[src/rtl/dac_spi_tx_if.sv]
// Sample-side handshake plus DAC pin bundle for dac_spi_tx.
// The transmitter connects through the slave modport, the sample source through master.
interface dac_spi_tx_if;
    logic        i_valid;
    logic [15:0] i_sample;
    logic        o_ready;
    logic        o_sclk;
    logic        o_sync_n;
    logic        o_sdata;
    logic        o_done;
    logic        o_drop;

    modport master (
        output i_valid, i_sample,
        input  o_ready, o_sclk, o_sync_n, o_sdata, o_done, o_drop
    );

    modport slave (
        input  i_valid, i_sample,
        output o_ready, o_sclk, o_sync_n, o_sdata, o_done, o_drop
    );
endinterface

[src/rtl/dac_spi_tx.sv]
// Shifts one 16-bit sample per frame, MSB first, to a SYNC_n/SCLK/DIN DAC.
// SCLK idles high; data changes only on rising SCLK so it is stable at every falling edge.
module dac_spi_tx #(
    parameter int CLK_DIV    = 2,
    parameter int GAP_CYCLES = 4,
    parameter int SIGNED_IN  = 1
) (
    input  logic         i_clk,
    input  logic         i_rst_n,
    dac_spi_tx_if.slave  bus
);
    typedef enum logic [1:0] {IDLE, SHIFT, GAP} state_t;

    localparam int DIV_W = (CLK_DIV > 1) ? $clog2(CLK_DIV) : 1;
    localparam int GAP_W = (GAP_CYCLES > 1) ? $clog2(GAP_CYCLES) : 1;
    localparam logic [DIV_W-1:0] DIV_LAST = DIV_W'(CLK_DIV - 1);
    localparam logic [GAP_W-1:0] GAP_LAST = GAP_W'((GAP_CYCLES > 0) ? GAP_CYCLES - 1 : 0);

    state_t           state_q;
    logic [DIV_W-1:0] div_q;
    logic [3:0]       bit_q;
    logic [GAP_W-1:0] gap_q;
    logic [15:0]      word_q;
    logic             sclk_q;
    logic             sync_n_q;
    logic             sdata_q;
    logic             done_q;
    logic             drop_q;

    logic [15:0]      word_d;
    logic             tick_d;

    // Offset-binary conversion of a two's-complement sample is just an MSB flip.
    assign word_d = (SIGNED_IN != 0) ? {~bus.i_sample[15], bus.i_sample[14:0]} : bus.i_sample;
    assign tick_d = (div_q == DIV_LAST);

    assign bus.o_ready  = (state_q == IDLE);
    assign bus.o_sclk   = sclk_q;
    assign bus.o_sync_n = sync_n_q;
    assign bus.o_sdata  = sdata_q;
    assign bus.o_done   = done_q;
    assign bus.o_drop   = drop_q;

    always_ff @(posedge i_clk) begin
        if (!i_rst_n) begin
            state_q  <= IDLE;
            div_q    <= '0;
            bit_q    <= '0;
            gap_q    <= '0;
            word_q   <= '0;
            sclk_q   <= 1'b1;
            sync_n_q <= 1'b1;
            sdata_q  <= 1'b0;
            done_q   <= 1'b0;
            drop_q   <= 1'b0;
        end else begin
            done_q <= 1'b0;
            drop_q <= bus.i_valid && (state_q != IDLE);
            case (state_q)
                IDLE: begin
                    if (bus.i_valid) begin
                        word_q   <= word_d;
                        sdata_q  <= word_d[15];
                        sync_n_q <= 1'b0;
                        sclk_q   <= 1'b1;
                        div_q    <= '0;
                        bit_q    <= 4'd15;
                        state_q  <= SHIFT;
                    end
                end
                SHIFT: begin
                    if (tick_d) begin
                        div_q <= '0;
                        if (sclk_q) begin
                            sclk_q <= 1'b0;
                        end else if (bit_q != 4'd0) begin
                            sclk_q  <= 1'b1;
                            bit_q   <= bit_q - 4'd1;
                            sdata_q <= word_q[bit_q - 4'd1];
                        end else begin
                            // Rising edge after the 16th falling edge closes the frame.
                            sclk_q   <= 1'b1;
                            sync_n_q <= 1'b1;
                            sdata_q  <= 1'b0;
                            done_q   <= 1'b1;
                            gap_q    <= '0;
                            state_q  <= (GAP_CYCLES == 0) ? IDLE : GAP;
                        end
                    end else begin
                        div_q <= div_q + 1'b1;
                    end
                end
                GAP: begin
                    if (gap_q == GAP_LAST) begin
                        state_q <= IDLE;
                    end else begin
                        gap_q <= gap_q + 1'b1;
                    end
                end
                default: state_q <= IDLE;
            endcase
        end
    end
endmodule

[src/flat_wrapper.sv]
// flat-port wrapper written by rule: the top's interface ports become plain ports
module dac_spi_tx_flat 
#(
    parameter int CLK_DIV    = 2,
    parameter int GAP_CYCLES = 4,
    parameter int SIGNED_IN  = 1
)
  (i_clk, i_rst_n, bus_i_valid, bus_i_sample, bus_o_ready, bus_o_sclk, bus_o_sync_n, bus_o_sdata, bus_o_done, bus_o_drop);
  dac_spi_tx_if bus_i ();
  input  logic i_clk;
  input  logic i_rst_n;
  input wire logic [$bits(bus_i.i_valid)-1:0] bus_i_valid;
  input wire logic [$bits(bus_i.i_sample)-1:0] bus_i_sample;
  output wire logic [$bits(bus_i.o_ready)-1:0] bus_o_ready;
  output wire logic [$bits(bus_i.o_sclk)-1:0] bus_o_sclk;
  output wire logic [$bits(bus_i.o_sync_n)-1:0] bus_o_sync_n;
  output wire logic [$bits(bus_i.o_sdata)-1:0] bus_o_sdata;
  output wire logic [$bits(bus_i.o_done)-1:0] bus_o_done;
  output wire logic [$bits(bus_i.o_drop)-1:0] bus_o_drop;
  assign bus_i.i_valid = bus_i_valid;
  assign bus_i.i_sample = bus_i_sample;
  assign bus_o_ready = bus_i.o_ready;
  assign bus_o_sclk = bus_i.o_sclk;
  assign bus_o_sync_n = bus_i.o_sync_n;
  assign bus_o_sdata = bus_i.o_sdata;
  assign bus_o_done = bus_i.o_done;
  assign bus_o_drop = bus_i.o_drop;
  dac_spi_tx #(.CLK_DIV(CLK_DIV), .GAP_CYCLES(GAP_CYCLES), .SIGNED_IN(SIGNED_IN)) u_core (.i_clk(i_clk), .i_rst_n(i_rst_n), .bus(bus_i));
endmodule
[config.mk]
export PLATFORM = sky130hd
export DESIGN_NAME = dac_spi_tx_flat
export DESIGN_NICKNAME = d
export VERILOG_FILES = /design/src/rtl/dac_spi_tx_if.sv /design/src/rtl/dac_spi_tx.sv /design/src/flat_wrapper.sv
export SDC_FILE = /design/constraint.sdc
export NUM_CORES = 1
export LEC_CHECK = 0
export CORE_UTILIZATION = 54
export CTS_CLUSTER_SIZE = 28
export DETAILED_ROUTE_END_ITERATION = 16
export MAX_ROUTING_LAYER = met4
export PLACE_DENSITY_LB_ADDON = 0.05
export SETUP_SLACK_MARGIN = 0.3
export SLEW_MARGIN = 5
export SYNTH_ARGS = -nofsm -noshare
export SYNTH_HDL_FRONTEND = slang
export SYNTH_SLANG_ARGS = --single-unit
[constraint.sdc]
create_clock -name i_clk -period 3.6 [get_ports i_clk]
set_clock_uncertainty 0.2 [all_clocks]
set_input_delay 0.72 -clock i_clk [delete_from_list [all_inputs] [get_ports i_clk]]
set_output_delay 0.72 -clock i_clk [all_outputs]
set_load 0.01 [all_outputs]
==> summary.md <==
| Metric | Value |
|---|---|
| Outcome | `complete, no violations` |
| Cell Area, Synth | `1360 um2` |
| Starting Density | `59.2%` |
| First-pass GRT wire length | `4.64 mm` |
| IO Port Bufs | `24` |
| Worst hold path class | `reg -> reg` |
| Slew @ Worst Pin | `0.768 ns` |
| Drt drc | `0` |
| Core area | `2300 um2` |
| Post-synth top area cell | `dfxtp_1` |
| Leakage | `between 0.6 and 0.7 nW` |
| Cells after synthesis | `approximately 150` |
| Critical-path top delay cell | `clkdlybuf4s50_1` |
| Fmax | `409 MHz` |
| DR vias/cell | `5.72` |
| RSZ-0062 raised after global routing | `false` |
| Reg2reg start | `u_core.bit_q[0]` |
| Clock slew at reported path FFs | `0.09 ns` |
| Mapped Nets | `174` |
| Die W | `52.2 um` |
| Top post-synthesis cells by count | `nand2_1 (34), dfxtp_1 (30), a21oi_1 (21), nor2_1 (11), clkbuf_1 (6)` |
| Share of layout cells above drive strength 1 | `under 10%` |
| Most frequent cell after synthesis | `nand2_1` |
| Clock Latency Late Sink | `about 0.32 ns` |
| Slew HR | `48.8%` |
| Most used DFF post-synth | `dfxtp_1` |
| Fillers | `190` |
| Setup TNS | `0 ns` |
| Critical path buffers and inverters | `1` |
| Required time worst endpoint | `2.68 ns` |
| Crit-path leading delay family | `buffers and inverters` |
| Synth unique cells | `33` |
| Finished Layout Cells | `206` |
| IO Pins | `25` |
| Fin util | `72.4%` |
| Total detailed-routing wirelength | `2.79 mm` |
| Flops & latches, synth | `30` |
| Vias in the first global route | `roughly 1100` |
| Gpl congestion | `about 0.81` |
| GRT Total Usage | `about a quarter` |
| Final Critical Period | `~2.4 ns` |
| CTS Buffer Depth | `2` |
| Crit-path max FO | `11` |
| Largest net degree at the start of global routing | `26` |
| WL per Instance | `13.5 um` |
| Gr ovfl total | `0` |
| Root Buffer | `clkbuf_4` |
| Vias after detailed routing | `1179` |
| Placed insts | `198` |
| Die Height | `52.2 um` |
| Register area | `roughly 600 um2` |
| CP peak stage delay | `0.56 ns` |
| Final hold vios | `0` |
| Async set-reset flop share out of synthesis | `0%` |
| Setup violators final | `0` |
| Area share of the largest cell type after synthesis | `44.2%` |
| NumNets Final | `just under 200` |
| Number of hold buffers added after CTS | `0` |
| Post-cts resize count | `0` |
| Area contributors post-synth | `dfxtp_1 (44%), nand2_1 (9.4%), a21oi_1 (7.7%)` |
| Worst setup SP type | `register` |
| Max rail drop VDD | `0.000321 V` |
| H-tree depth | `2` |
| Critical-path cell list | `nor2_1, clkdlybuf4s50_1` |
| TritonRoute pass-1 iters | `5` |
| CTS sink count | `30` |
| Antenna violations before repair | `0` |
| Hold wc startpoint | `u_core.word_q[8]` |
| Number of synthesized flops with an enable pin | `0` |
| Pwr Density | `422 nW/um2` |
| Row cnt | `17` |
| Final Cycle Share | `68.0%` |
| Crit end category | `output port` |
| WS Path Type | `reg -> out` |
| Area Growth Syn to Fin | `22.4%` |
| TritonCTS buffer count | `5` |
| CP startpoint | `u_core.state_q[0]` |
| Crit path DAT | `roughly 1.5 ns` |
| Register area share after synthesis | `44.2%` |
| Synth warnings | `0` |
| Max_cap viols | `0` |
| Setup bufs post-CTS | `0` |
| Area of the multi-input gates | `708 um2` |
| DPL Wire Length | `2.01 mm` |
| Die ar. | `2720 um2` |
| # diodes | `0` |
| Max Slew Vio Count | `0` |
| R2r setup slk | `1.25 ns` |
| Routed Antenna Nets | `0` |
| CTS tree | `done` |
| Drt initial violations | `36` |
| Avg Inst Size Synth | `approximately 8.9 um2` |
-- worst paths after layout --
kind	to	cells past startpoint
hold / removal	u_core.word_q[8]	2
hold reg to reg	u_core.word_q[8]	2
setup reg to reg	u_core.bus.o_sdata	6
setup / recovery	bus_o_ready	2
-- sequential cells by signal, summed over array words and instances (netlist names) --
| name | count |
|---|---|
| u_core.bit_q | 4 |
| u_core.bus.o_done | 1 |
| u_core.bus.o_drop | 1 |
| u_core.bus.o_sclk | 1 |
| u_core.bus.o_sdata | 1 |
| u_core.bus.o_sync_n | 1 |
| u_core.div_q | 1 |
| u_core.gap_q | 2 |
| u_core.state_q | 2 |
| u_core.word_q | 16 |
-- where the power goes --
| part | internal (mW) | switching [mW] | total, mW |
|---|---|---|---|
| clock network | 0.0945 | 0.111 | 0.206 |
| registers | 0.351 | 0.0176 | 0.369 |
| logic | 0.0666 | 0.0608 | 0.127 |
| total | 0.512 | 0.189 | 0.702 |
-- per-stage QoR --
| stage | hold WS (ns) | instance area [um2] | worst slack [ns] | power, mW |
|---|---|---|---|---|
| floorplan | 0.233 | 1360 | 1.58 | 0.458 |
| global placement | 0.240 | 1600 | 1.26 | 0.499 |
| detailed placement | 0.248 | 1600 | 1.21 | 0.503 |
| CTS | 0.260 | 1660 | 1.14 | 0.707 |
| global route | 0.281 | 1660 | 1.06 | 0.740 |
| finish | 0.258 | 1660 | 1.15 | 0.702 |
-- tightest hold or removal path, cell delays in order (launching register included) --
cell and delay, ns:
dfxtp_1 0.32, nand2_1 0.05, a21oi_1 0.05
-- cell type report --
| class | instances | share of cell area [%] |
|---|---|---|
| sequential | 30 | 36.1 |
| timing repair buffer | 25 | 14.9 |
| clock buffer | 7 | 3.31 |
| clock inverter | 1 | 0.301 |
| inverter | 3 | 0.677 |
| multi-input combinational | 112 | 42.6 |
| tap | 28 | 2.11 |
-- routing by layer --
metal,wire length [um],up-vias,track usage (%)
met2,1310,28,38.2
met4,63,0,11.8
met3,125,9,6.43
met1,1290,559,29.6
met5,0,-,-
li1,-,583,-
-- cells in the final DEF, fill, tap and decap left out, drive strengths merged, types with 4 or more instances in the layout --
| master | synthesis | layout |
|---|---|---|
| o21a | 4 | 4 |
| mux4 | 4 | 4 |
| clkbuf | 6 | 7 |
| nand2 | 34 | 34 |
| nor2 | 11 | 11 |
| dfxtp | 30 | 30 |
| clkdlybuf4s50 | 0 | 24 |
| a21oi | 21 | 21 |
-- logic make-up (layout without fill, tap and decap cells) --
group	Yosys count	count (layout)	synth area share, %
AO/OA/AOI/OAI	40	40	19.3
multiplexers	6	6	8.10
flip-flops	30	30	44.2
buffers and inverters	11	36	3.68
adder cells (fa/ha/maj)	2	2	1.84
XOR/XNOR	1	1	0.645
AND/OR/NAND/NOR	63	63	22.2
Note: power is estimated with default switching activity, not from simulation.
